$ cat src/rtl/id_ex_pipe_pkg.sv
// Shared encodings for the ID/EX stage: write-back selects, bubble constants and halt states.
package id_ex_pipe_pkg;

    localparam int XLEN_DEFAULT = 32;

    localparam logic [1:0] WB_ALU   = 2'b00;
    localparam logic [1:0] WB_PC4   = 2'b01;
    localparam logic [1:0] WB_MEM   = 2'b10;
    localparam logic [1:0] WB_AUIPC = 2'b11;

    // A bubble is an all-zero slot: no control bit set, ALU op class 00, ALU write-back.
    localparam logic       BUBBLE_CTRL   = 1'b0;
    localparam logic [1:0] BUBBLE_ALU_OP = 2'b00;
    localparam logic [1:0] BUBBLE_WB     = WB_ALU;
    localparam logic [4:0] BUBBLE_REG    = 5'd0;

    typedef enum logic {
        HS_RUN  = 1'b0,
        HS_HALT = 1'b1
    } halt_state_e;

endpackage

$ cat src/rtl/id_ex_pipe_hazard.sv
// Load-use hazard detection: a load in EX whose destination feeds either source of the ID instruction.
module hazard_detect (
    input  logic       ex_valid,
    input  logic       ex_mem_read,
    input  logic [4:0] ex_rd,
    input  logic       id_valid,
    input  logic [4:0] id_rs1,
    input  logic [4:0] id_rs2,
    output logic       hz
);
    // Both source fields are compared regardless of opcode; a spurious stall only costs a cycle.
    assign hz = ex_valid & ex_mem_read & (ex_rd != 5'd0) & id_valid
              & ((ex_rd == id_rs1) | (ex_rd == id_rs2));
endmodule

$ cat src/rtl/id_ex_pipe.sv
// ID/EX pipeline register with load-use stall, flush-on-redirect and the sticky SYSTEM/FENCE halt latch.
module id_ex_pipe
    import id_ex_pipe_pkg::*;
#(
    parameter int XLEN = XLEN_DEFAULT
) (
    input  logic            clk,
    input  logic            rst,
    input  logic            id_valid,
    input  logic            id_branch,
    input  logic            id_mem_read,
    input  logic            id_alu_src,
    input  logic            id_reg_write,
    input  logic            id_mem_write,
    input  logic            id_jalr,
    input  logic            id_jal,
    input  logic            id_lui,
    input  logic            id_halt,
    input  logic [1:0]      id_alu_op,
    input  logic [1:0]      id_write_back,
    input  logic [XLEN-1:0] id_pc,
    input  logic [XLEN-1:0] id_rs1_data,
    input  logic [XLEN-1:0] id_rs2_data,
    input  logic [XLEN-1:0] id_imm,
    input  logic [4:0]      id_rs1,
    input  logic [4:0]      id_rs2,
    input  logic [4:0]      id_rd,
    input  logic [2:0]      id_funct3,
    input  logic            id_funct7b5,
    input  logic            flush,
    output logic            ex_valid,
    output logic            ex_branch,
    output logic            ex_mem_read,
    output logic            ex_alu_src,
    output logic            ex_reg_write,
    output logic            ex_mem_write,
    output logic            ex_jalr,
    output logic            ex_jal,
    output logic            ex_lui,
    output logic            ex_halt,
    output logic [1:0]      ex_alu_op,
    output logic [1:0]      ex_write_back,
    output logic [XLEN-1:0] ex_pc,
    output logic [XLEN-1:0] ex_rs1_data,
    output logic [XLEN-1:0] ex_rs2_data,
    output logic [XLEN-1:0] ex_imm,
    output logic [4:0]      ex_rs1,
    output logic [4:0]      ex_rs2,
    output logic [4:0]      ex_rd,
    output logic [2:0]      ex_funct3,
    output logic            ex_funct7b5,
    output logic            stall,
    output logic            halted
);

    halt_state_e state, state_next;
    logic        hz;
    logic        bubble;

    hazard_detect u_hazard (
        .ex_valid    (ex_valid),
        .ex_mem_read (ex_mem_read),
        .ex_rd       (ex_rd),
        .id_valid    (id_valid),
        .id_rs1      (id_rs1),
        .id_rs2      (id_rs2),
        .hz          (hz)
    );

    assign halted = (state == HS_HALT);
    // While halted fetch is already frozen, so holding IF/ID would be redundant.
    assign stall  = hz & ~flush & ~halted;
    assign bubble = halted | flush | hz | ~id_valid;

    always_ff @(posedge clk) begin
        if (rst) state <= HS_RUN;
        else     state <= state_next;
    end

    always_comb begin
        state_next = state;
        if (state == HS_RUN && ex_valid && ex_halt) state_next = HS_HALT;
    end

    always_ff @(posedge clk) begin
        if (rst || bubble) begin
            ex_valid      <= 1'b0;
            ex_branch     <= BUBBLE_CTRL;
            ex_mem_read   <= BUBBLE_CTRL;
            ex_alu_src    <= BUBBLE_CTRL;
            ex_reg_write  <= BUBBLE_CTRL;
            ex_mem_write  <= BUBBLE_CTRL;
            ex_jalr       <= BUBBLE_CTRL;
            ex_jal        <= BUBBLE_CTRL;
            ex_lui        <= BUBBLE_CTRL;
            ex_halt       <= BUBBLE_CTRL;
            ex_alu_op     <= BUBBLE_ALU_OP;
            ex_write_back <= BUBBLE_WB;
            ex_pc         <= '0;
            ex_rs1_data   <= '0;
            ex_rs2_data   <= '0;
            ex_imm        <= '0;
            ex_rs1        <= BUBBLE_REG;
            ex_rs2        <= BUBBLE_REG;
            ex_rd         <= BUBBLE_REG;
            ex_funct3     <= 3'd0;
            ex_funct7b5   <= 1'b0;
        end else begin
            ex_valid      <= 1'b1;
            ex_branch     <= id_branch;
            ex_mem_read   <= id_mem_read;
            ex_alu_src    <= id_alu_src;
            ex_reg_write  <= id_reg_write;
            ex_mem_write  <= id_mem_write;
            ex_jalr       <= id_jalr;
            ex_jal        <= id_jal;
            ex_lui        <= id_lui;
            ex_halt       <= id_halt;
            ex_alu_op     <= id_alu_op;
            ex_write_back <= id_write_back;
            ex_pc         <= id_pc;
            ex_rs1_data   <= id_rs1_data;
            ex_rs2_data   <= id_rs2_data;
            ex_imm        <= id_imm;
            ex_rs1        <= id_rs1;
            ex_rs2        <= id_rs2;
            ex_rd         <= id_rd;
            ex_funct3     <= id_funct3;
            ex_funct7b5   <= id_funct7b5;
        end
    end

endmodule
$ cat config.mk
export PLATFORM = sky130hd
export DESIGN_NAME = id_ex_pipe
export DESIGN_NICKNAME = d
export VERILOG_FILES = /design/src/rtl/id_ex_pipe_pkg.sv /design/src/rtl/id_ex_pipe_hazard.sv /design/src/rtl/id_ex_pipe.sv
export SDC_FILE = /design/constraint.sdc
export NUM_CORES = 1
export LEC_CHECK = 0
export CAP_MARGIN = 0
export CORE_ASPECT_RATIO = 1.5
export CORE_UTILIZATION = 35
export DETAILED_ROUTE_END_ITERATION = 8
export MAX_ROUTING_LAYER = met4
export PLACE_DENSITY = 0.77
export SLEW_MARGIN = 20
export SYNTH_ARGS = -nofsm -noshare
export SYNTH_HDL_FRONTEND = slang
export SYNTH_HIERARCHICAL = 1
export SYNTH_SLANG_ARGS = --single-unit
$ cat constraint.sdc
create_clock -name clk -period 2 [get_ports clk]
set_input_delay 0.2 -clock clk [delete_from_list [all_inputs] [get_ports clk]]
set_output_delay 0.2 -clock clk [all_outputs]
set_load 0.1 [all_outputs]
==> qor.txt <==
OUTCOME
----------------------------------------------------------------------------------------
Status .................................................................... finished with violations
Failing checks ............................................................ setup timing

CTS
----------------------------------------------------------------------------------------
Clock slew seen by the registers of the worst setup and hold paths ........      0.07 ns
H-Tree Depth ..............................................................            4
Total CTS buffers .........................................................           17
Clk Tree Root Cell ........................................................    clkbuf_16
# clock sinks .............................................................          162
Clk buf depth .............................................................            2
TritonCTS clock tree ......................................................        built
Clk_lat worst skew ........................................................      0.41 ns

YOSYS
----------------------------------------------------------------------------------------
Warnings, synthesis .......................................................            6
Synth Area in Compound Gates ..............................................       0.324%
Yosys top cell area share .................................................        55.9%
Dominant combinational cell family by area after synthesis ................ simple AND/OR/NAND/NOR gates
Synth Cell Area ...........................................................     5800 µm²
Synthesized-area fraction occupied by xor and xnor cells ..................        1.51%
Synth Area in Adders ......................................................           0%
Fraction of synthesized area in multiplexers ..............................           0%
Main area contributors after synthesis .................................... dfxtp_1 56%, nor4_2 17%, inv_1 10%
Synthesis-stage register bit count ........................................          162
Mapped Cells ..............................................................          560
Area share of and/or/nand/nor cells after synthesis .......................        26.6%
Count of unique library cells instantiated by Yosys .......................           18
Share of synthesized area occupied by flip-flops and latches ..............        55.9%
Mapped Nets ...............................................................          724
Post-synthesis area per instance ..........................................     10.4 µm²
Largest area contributor in the netlist ...................................      dfxtp_1

TIMING
----------------------------------------------------------------------------------------
Worst clock skew ..........................................................    0.0117 ns
Worst-margin pin slew .....................................................     0.631 ns
Portion of the clock cycle consumed by the worst path in the final layout .         102%
Fmax achieved .............................................................      489 MHz
Setup repair after global routing missed its margin .......................         true
Setup violations, final ...................................................            2
Final hold viol count .....................................................            0
Final period demand of the worst path .....................................      2.04 ns
Worst hold slack ..........................................................     0.304 ns
Setup slack after layout ..................................................   -0.0431 ns
Number of max-slew violations in the final report .........................            0
Max-Slew Margin vs Limit ..................................................        57.9%

DRT
----------------------------------------------------------------------------------------
Remaining antenna violation count .........................................            0
WL per Instance ...........................................................      15.2 µm
Iter 0 DRT Violations .....................................................          138
Number of remaining DRC errors ............................................            0
Wire length reported by the detailed router ...............................    16,800 µm
Count of TritonRoute iterations in the first routing pass .................            4
Per-cell via count in the routed design ...................................         4.57
Via count .................................................................        5,048

LAYOUT
----------------------------------------------------------------------------------------
Layout fillers ............................................................        1,358
Nets@finish ...............................................................        1,050
Antenna Cells .............................................................            0
Fraction of layout cells with a size suffix above 1 .......................        37.0%
Util after Layout .........................................................        60.0%
Layout area overhead ......................................................        67.6%
Final instance area .......................................................     9720 µm²
Most common library cell in the layout ignoring fill and taps .............        buf_4
Commonest cells after routing, fill and taps aside ........................ 183 x buf_4, 162 x clkdlybuf4s50_1, 160 x inv_1, 154 x dfxtp_1, 87 x nor4_2

WORST SETUP PATH
----------------------------------------------------------------------------------------
Worst endpoint required time ..............................................      1.80 ns
Type of the setup path with the least slack ...............................   reg -> out
Slack of the worst reg-to-reg path ........................................         0 ns
Reg-to-Reg Start ..........................................................     ex_rd[0]
Peak fanout along the critical path .......................................            2
Arrival time at the worst endpoint ........................................      1.84 ns
Depth of the worst register-to-register path ..............................            7
Nature of the critical path startpoint ....................................         flop
Ordered cell list for the critical path ................................... or4_4 > o2111ai_2 > a21oi_2 > inv_2 > nor2_4 > buf_12
Capturing element type of the critical path ...............................  output port
CP max stage cell .........................................................        or4_4
Critical path launch point ................................................     ex_rd[0]
Largest incremental delay on the critical path ............................      0.53 ns
Endpoint of the most critical register-to-register path ................... ex_alu_op[1]

FLOW RUN
----------------------------------------------------------------------------------------
Number of max-cap violations ..............................................            0

PLACED DESIGN
----------------------------------------------------------------------------------------
Total placed instance area ................................................     9060 µm²
Placed wire-length estimate ...............................................    12,200 µm
Buffers added on ports ....................................................          326
Last weighted congestion value of the routability-driven placer ...........        0.858

GRT
----------------------------------------------------------------------------------------
Number of antenna violations at the first check in global routing .........            0
Maximum number of pins on one net before global-route repair ..............           64
Grt total ovfl ............................................................            0
Overall routing resource usage ............................................        19.9%
First-pass GRT wire length ................................................    25,500 µm
Number of global-route vias before repair .................................        5,085

PWR
----------------------------------------------------------------------------------------
Areal power density over the cells ........................................   826 nW/µm²
Share of total power consumed by net switching ............................        30.9%
Power share of the combinational group ....................................        19.9%
Largest voltage drop on the vdd net .......................................   0.000534 V
Clock Power Share .........................................................        38.5%
Switching power ...........................................................      2.48 mW
Power share of the sequential group .......................................        41.6%
Static leakage ............................................................      4.39 nW
Internal power ............................................................      5.54 mW

FLOORPLANNING
----------------------------------------------------------------------------------------
Area of the core ..........................................................   16,200 µm²
Overall die area ..........................................................   17,100 µm²
I/O pins ..................................................................          327
Effective utilization at floorplan ........................................        35.8%
Die span in y .............................................................       160 µm
Std-Cell Rows .............................................................           57
Horizontal die dimension ..................................................       107 µm

WORST HOLD PATH
----------------------------------------------------------------------------------------
Number of stages on the worst hold path ...................................            3
Sink of the worst hold path ...............................................     ex_rd[1]
Worst hold-check path type ................................................    in -> reg
Origin of the worst min-delay path ........................................     id_rd[1]

==> timing repair <==
item / CTS / global route
setup buffers: 1 / 1
endpoints found under the setup margin: 1 / 8
gates resized for setup: 6 / 10
pin swaps: 6 / 5
hold buffers: 0 / 0
==> layout make-up <==
class / instances / area (µm²) / share of cell area [%]
inverter: 161 / 604 / 6.22
tap: 206 / 258 / 2.65
clock inverter: 13 / 119 / 1.22
timing repair buffer: 361 / 3290 / 33.9
clock buffer: 19 / 443 / 4.56
multi-input combinational: 183 / 1740 / 17.9
sequential: 162 / 3260 / 33.6
==> sequential cells by signal, indices dropped and copies added (netlist names), 3 cells and up <==
name / flops
ex_imm: 32
ex_pc: 32
ex_rs2: 5
ex_rs2_data: 32
ex_rs1_data: 32
ex_rs1: 5
ex_funct3: 3
ex_rd: 5
==> critical path, delay by kind of cell, from the launching register on <==
| kind | cells | cell delay [ns] |
|---|---|---|
| compound gates | 2 | 0.27 |
| buf+inv | 2 | 0.24 |
| simple gates | 2 | 0.57 |
| flops | 1 | 0.35 |
==> routing by layer <==
metal | up-vias | track usage (%) | wire [µm]
met5 | - | - | 0
met4 | 0 | 8.84 | 524
met3 | 36 | 5.55 | 1440
met2 | 242 | 34.5 | 8450
met1 | 2291 | 20.8 | 6340
li1 | 2479 | - | -
==> worst max path at each step <==
stage | end | slack [ns] | cells after the start
after floorplan | ex_pc[0] | -0.03 | 8
after global placement | ex_rs2_data[18] | -0.04 | 9
after detailed placement | ex_rs1_data[12] | -0.09 | 9
after CTS | stall | -0.1 | 8
after global routing | stall | -0.17 | 8
final | stall | -0.04 | 6
==> cell usage after synthesis <==
master	count
nor3_1	3
nand3_1	2
buf_6	10
o2111ai_1	1
or2_1	1
inv_1	161
nor4_1	82
nand2b_1	1
buf_2	20
buf_1	1
dfxtp_1	162
a21oi_1	2
or4_1	1
clkbuf_1	23
xor2_1	6
nor4_2	78
nor2_1	2
xnor2_1	4
==> logic make-up after synthesis <==
kind of cell	Yosys count
and+or+nand+nor	170
DFF	162
buffers and inverters	215
AOI/OAI and AO/OA	3
xor gates and xnor gates	10
==> power groups by stage <==
stage / Combinational, mW / Sequential (mW) / Clock [mW]
finish: 1.60 / 3.34 / 3.09
detailed placement: 1.59 / 3.41 / 0
floorplan: 0.360 / 4.05 / 0
CTS: 1.60 / 3.34 / 3.18
global placement: 1.58 / 3.41 / 0
global route: 1.67 / 3.34 / 3.32
==> per-stage QoR <==
stage	worst slack (ns)	instances	TNS, ns	power (mW)
6_report	-0.0431	1105	-0.0438	8.02
5_1_grt	-0.165	1105	-0.247	8.34
4_1_cts	-0.0961	1104	-0.0961	8.12
3_5_place_dp	-0.0919	1072	-6.61	5.00
3_3_place_gp	-0.0366	1072	-1.09	4.99
2_1_floorplan	-0.0306	560	-2.10	4.41
Note: power is estimated with default switching activity, not from simulation.
